### src/rtl/ethernet_rx_mac_filter.sv
// Receive-path destination-address filter: holds the header beats until the
// destination MAC is known, then forwards or silently drops the frame.
module ethernet_rx_mac_filter #(
  parameter int data_width_p = 32
) (
  input  logic                      clk_i,
  input  logic                      reset_i,
  input  logic [47:0]               mac_addr_i,
  input  logic                      promisc_i,
  input  logic                      multicast_en_i,
  input  logic [data_width_p-1:0]   s_axis_tdata_i,
  input  logic [data_width_p/8-1:0] s_axis_tkeep_i,
  input  logic                      s_axis_tvalid_i,
  output logic                      s_axis_tready_o,
  input  logic                      s_axis_tlast_i,
  input  logic                      s_axis_tuser_i,
  output logic [data_width_p-1:0]   m_axis_tdata_o,
  output logic [data_width_p/8-1:0] m_axis_tkeep_o,
  output logic                      m_axis_tvalid_o,
  input  logic                      m_axis_tready_i,
  output logic                      m_axis_tlast_o,
  output logic                      m_axis_tuser_o,
  output logic [15:0]               drop_count_o
);

  localparam int header_beats_lp = (48 + data_width_p - 1) / data_width_p;
  localparam int idx_w_lp        = (header_beats_lp > 1) ? $clog2(header_beats_lp) : 1;

  typedef enum logic [1:0] {HDR, FLUSH, PASS, DROP} state_e;

  state_e                r_state;
  logic [data_width_p-1:0] r_hdr_buf [header_beats_lp];
  logic [idx_w_lp-1:0]   r_idx;
  logic [idx_w_lp-1:0]   r_fidx;
  logic [15:0]           r_drop_count;

  logic [header_beats_lp*data_width_p-1:0] w_hdr_flat;
  logic [47:0] w_dest;
  logic        w_match;
  logic        w_last_hdr;
  logic        w_drop_inc;

  // The final header beat is still on the input bus when the decision is made.
  always_comb begin
    w_hdr_flat = '0;
    w_dest     = '0;
    for (int unsigned b = 0; b < header_beats_lp; b++) begin
      if (b == header_beats_lp - 1) w_hdr_flat[b*data_width_p +: data_width_p] = s_axis_tdata_i;
      else                          w_hdr_flat[b*data_width_p +: data_width_p] = r_hdr_buf[b];
    end
    for (int unsigned o = 0; o < 6; o++) begin
      w_dest[47-8*o -: 8] = w_hdr_flat[8*o +: 8];
    end
  end

  assign w_match    = promisc_i | (&w_dest) | (multicast_en_i & w_dest[40]) | (w_dest == mac_addr_i);
  assign w_last_hdr = (r_idx == idx_w_lp'(header_beats_lp - 1));
  assign w_drop_inc = (r_state == HDR) & s_axis_tvalid_i &
                      (s_axis_tlast_i | (w_last_hdr & ~w_match));

  always_comb begin
    s_axis_tready_o = 1'b1;
    m_axis_tvalid_o = 1'b0;
    m_axis_tdata_o  = '0;
    m_axis_tkeep_o  = '0;
    m_axis_tlast_o  = 1'b0;
    m_axis_tuser_o  = 1'b0;
    case (r_state)
      FLUSH: begin
        s_axis_tready_o = 1'b0;
        m_axis_tvalid_o = 1'b1;
        m_axis_tdata_o  = r_hdr_buf[r_fidx];
        m_axis_tkeep_o  = '1;
      end
      PASS: begin
        s_axis_tready_o = m_axis_tready_i;
        m_axis_tvalid_o = s_axis_tvalid_i;
        m_axis_tdata_o  = s_axis_tdata_i;
        m_axis_tkeep_o  = s_axis_tkeep_i;
        m_axis_tlast_o  = s_axis_tlast_i;
        m_axis_tuser_o  = s_axis_tuser_i;
      end
      default: ;
    endcase
  end

  always_ff @(posedge clk_i) begin
    if (reset_i) begin
      r_state      <= HDR;
      r_idx        <= '0;
      r_fidx       <= '0;
      r_drop_count <= '0;
    end else begin
      if (w_drop_inc && (r_drop_count != '1)) r_drop_count <= r_drop_count + 16'd1;
      case (r_state)
        HDR: if (s_axis_tvalid_i) begin
          r_hdr_buf[r_idx] <= s_axis_tdata_i;
          if (s_axis_tlast_i) begin
            r_idx <= '0;
          end else if (w_last_hdr) begin
            r_idx   <= '0;
            r_state <= w_match ? FLUSH : DROP;
          end else begin
            r_idx <= r_idx + 1'b1;
          end
        end
        FLUSH: if (m_axis_tready_i) begin
          if (r_fidx == idx_w_lp'(header_beats_lp - 1)) begin
            r_fidx  <= '0;
            r_state <= PASS;
          end else begin
            r_fidx <= r_fidx + 1'b1;
          end
        end
        PASS: if (s_axis_tvalid_i && m_axis_tready_i && s_axis_tlast_i) r_state <= HDR;
        DROP: if (s_axis_tvalid_i && s_axis_tlast_i) r_state <= HDR;
        default: r_state <= HDR;
      endcase
    end
  end

  assign drop_count_o = r_drop_count;

endmodule

### config.mk
export PLATFORM = sky130hd
export DESIGN_NAME = ethernet_rx_mac_filter
export DESIGN_NICKNAME = d
export VERILOG_FILES = /design/src/rtl/ethernet_rx_mac_filter.sv
export SDC_FILE = /design/constraint.sdc
export NUM_CORES = 1
export LEC_CHECK = 0
export ABC_AREA = 0
export ABC_CLOCK_PERIOD_IN_PS = 3490
export CORE_UTILIZATION = 30
export CTS_BUF_LIST = sky130_fd_sc_hd__clkbuf_2 sky130_fd_sc_hd__clkbuf_4 sky130_fd_sc_hd__clkbuf_8
export DETAILED_ROUTE_END_ITERATION = 8
export GPL_ROUTABILITY_DRIVEN = 1
export PLACE_DENSITY = 0.66
export SYNTH_ARGS = -nofsm -noshare
export SYNTH_HDL_FRONTEND = slang
export SYNTH_SLANG_ARGS = --single-unit
### constraint.sdc
create_clock -name clk_i -period 3.49 [get_ports clk_i]
set_input_delay 0.698 -clock clk_i [delete_from_list [all_inputs] [get_ports clk_i]]
set_output_delay 0.698 -clock clk_i [all_outputs]
set_load 0.02 [all_outputs]
==> reports/results.tsv <==
stage	metric	value	unit
timing	whs	0.519	ns
setup_path	r2r_start	r_state[1]	
synth	synth_fa_ha_area_frac	0.0160	
power	internal-power	2.28	mW
synth	synthSimpleGateAreaFrac	0.166	
synth	synthArstFlopShare	0	
placement	hpwl	10800	um
synth	yosysWarningCount	0	
floorplanning	io_pins	148	
finish	syn_to_final_growth	40.5	%
synth	synthTopCellsByArea	edfxtp_1 (41%), dfxtp_1 (8.9%), xnor2_1 (8.9%)	
setup_path	arrival	2.49	ns
hold_path	hold_end	drop_count_o[5]	
route	vias	3970	
clocking	post_cts_buffers	0	
global_route	grt_pass1_wl	21900	um
timing	worst_slew_pin_slew	0.496	ns
setup_path	path_class	flip-flop to output port	
setup_path	cp_top_family	buffers and inverters	
timing	finalClockSkew	0.00752	ns
clocking	clk_latency	0.37	ns
route	via_per_inst	5.11	
power	leakagePower	1.98	nW
setup_path	cp_slowest_cell	clkdlybuf4s50_1	
setup_path	cp_num_buf_inv	3	
clocking	cts.path.max_buffers	2	
power	comb_power_share	0.422	
hold_path	whs_path_depth	2	
synth	ys_ff_latch	85	
power	pwr-share-seq	0.360	
synth	synth-xor-area-share	0.0932	
finish	diodes	0	
synth	synth_area_leader_cell	edfxtp_1	
clocking	clock_sinks	85	
setup_path	crit_path_cell_trace	inv_1 -> ha_1 -> buf_4 -> nor2b_1 -> clkdlybuf4s50_1	
synth	synth_flop_cell	edfxtp_1	
placement	gp_congestion	0.855	
clocking	postCtsResizedCells	0	
floorplanning	coreArea	15300	um2
global_route	grt_overflow_total	0	
synth	synth-compound-area-share	0.112	
synth	syn_inst	415	
power	pwr-share-clk	0.219	
power	ir_drop	0.287	mV
finish	final_cell_mix	clkdlybuf4s50_1 (147), edfxtp_1 (64), xnor2_1 (48)	
clocking	numCtsBuffers	9	
setup_path	critPathMaxFanout	28	
clocking	ctsHtreeMaxLevel	3	
floorplanning	die_w	127	um
route	drtAntennaViolNets	0	
clocking	cts_root_buf	clkbuf_8	
placement	io_buffer_count	147	
synth	syn_area	4700	um2
synth	synth_mux_area_frac	0.0788	
timing	min_period	3.19	ns
floorplanning	die_h	127	um
setup_path	r2r_end	drop_count_o[13]	
finish	final_cells	777	
synth	netlist.area_leader.share	0.409	
timing	max_freq	0.314	GHz
synth	synth_top_family_by_area	simple AND/OR/NAND/NOR gates	
clocking	cts_tree	done	
setup_path	rr_worst_depth	9	
timing	fin_tns_setup	0	ns
clocking	postCtsHoldBufs	0	
timing	drv_slew	0	
setup_path	required	2.79	ns
synth	ys_seq_area_frac	0.499	
route	drt_wl_total	14400	um
timing	hold_viol	0	
route	drtIter0Drc	267	
finish	nNetsFinal	659	
finish	multi_input_area	2200	um2
synth	synth-edff-count	64	
run	max_cap_viol_count	0	
finish	layout_commonest_cell	clkdlybuf4s50_1	
hold_path	hp-class	flip-flop to flip-flop	
synth	avgSynthCellArea	11.3	um2
setup_path	cp_slowest_stage_delay	0.63	ns
status	status	completed	
placement	placedCellCount	761	
floorplanning	initial_utilization	0.308	
floorplanning	dieArea	16200	um2
global_route	grt_usage	0.181	
setup_path	worstSetupStartpointType	flip-flop	
route	avgRoutedWirePerCell	18.5	um
power	switching_share	0.351	
finish	seqCellArea	2340	um2
global_route	antenna_found_initial	0	
clocking	clkTransAtPathRegs	0.09	ns
floorplanning	fp-row-count	45	
finish	drive_above_1_share	0.127	
power	p_per_area	531	nW/um2
hold_path	hp-start	drop_count_o[5]	
setup_path	reg2reg_slack	1.11	ns
timing	setup_viol	0	
global_route	grt_max_degree	42	
setup_path	end_kind	output port	
timing	slew_headroom	0.669	
synth	synth.net_count	513	
power	power.switching	1.23	mW
route	drc	0	
global_route	grt_pass1_vias	3881	
finish	nFillCells	1435	
timing	rsz0062_at_grt	no	
timing	fin_crit_sh	0.914	
route	first_pass_iters	5	
synth	synthDistinctLibCells	48	
==> cells in the mapped netlist, types with 2 or more instances <==
library cell	count
nor2b_1	37
inv_1	10
o31ai_1	3
clkbuf_1	12
buf_12	2
and2_1	2
dfxtp_1	21
xnor2_1	48
nor3_1	3
nor4_1	5
nor2_1	11
nand4_1	30
or3_2	5
a22oi_1	32
nand3_1	9
edfxtp_1	64
buf_1	5
a31oi_1	2
a21oi_1	21
or4_1	4
o21ai_1	9
xor2_1	2
nand2_1	11
nor4_2	2
ha_1	6
or3_1	5
o41ai_1	2
mux2_2	32
==> flip-flops by register name, indices dropped and copies added (netlist names), named ones only <==
| signal | flops |
|---|---|
| r_hdr_buf | 64 |
| drop_count_o | 16 |
| r_state | 2 |
| r_fidx | 1 |
| r_idx | 1 |
==> how the worst max path moves through the flow <==
| stage | startpoint | to | slack [ns] | cells past startpoint |
|---|---|---|---|---|
| after detailed placement | s_axis_tdata_i[6] | drop_count_o[1] | 0.44 | 8 |
| after floorplan | reset_i | r_hdr_buf[0][0] | -0.13 | 2 |
| final | r_state[0] | m_axis_tdata_o[12] | 0.30 | 5 |
| after global placement | s_axis_tdata_i[6] | drop_count_o[1] | 0.49 | 8 |
| after global routing | r_state[0] | m_axis_tdata_o[5] | 0.11 | 5 |
| after CTS | r_state[0] | m_axis_tdata_o[7] | 0.24 | 5 |
==> cells by family (layout without fill, tap and decap cells) <==
group           count (synthesis)  count (layout)
flops                          85              85
mux                            33              33
fa+ha+maj                       6               6
xor+xnor                       50              50
buf+inv                        32             183
simple gates                  130             130
compound gates                 79              79
==> power groups by stage <==
stage               combinational (mW)  clock, mW  sequential, mW
floorplan                        0.942          0            1.27
global placement                  1.47          0            1.28
detailed placement                1.49          0            1.28
CTS                               1.49      0.780            1.26
global route                      1.59      0.822            1.27
finish                            1.48      0.767            1.26
==> routing by layer <==
layer  part of all wire  global-route usage
met1               0.43               0.236
met2               0.48               0.293
met3              0.060              0.0456
met4              0.025              0.0602
met5                  0                   0
==> cell type report <==
class,count,area share
inverters,10,0.00569
repair buffers,157,0.234
flip-flops and latches,85,0.355
clock inverters,7,0.0135
well taps,211,0.0400
multi-input cells,298,0.333
clock buffers,9,0.0188
==> worst register-to-register path: cells and delay by family, from the launching register on <==
family	cells	cell delay (ns)
AND/OR/NAND/NOR	4	1.05
AO/OA/AOI/OAI	3	0.56
flip-flops	1	0.34
adder cells (fa/ha/maj)	1	0.24
buffers and inverters	1	0.12
==> metrics by stage <==
step	instance area (um2)	utilization	worst slack [ns]	total power [mW]
after floorplan	4700	-	-0.134	2.21
after global placement	6390	0.419	0.491	2.75
after detailed placement	6390	0.419	0.438	2.77
after CTS	6600	0.433	0.243	3.53
after global routing	6600	0.433	0.112	3.69
final	6600	0.433	0.302	3.51
No activity file was read; power rests on OpenSTA's default activity.
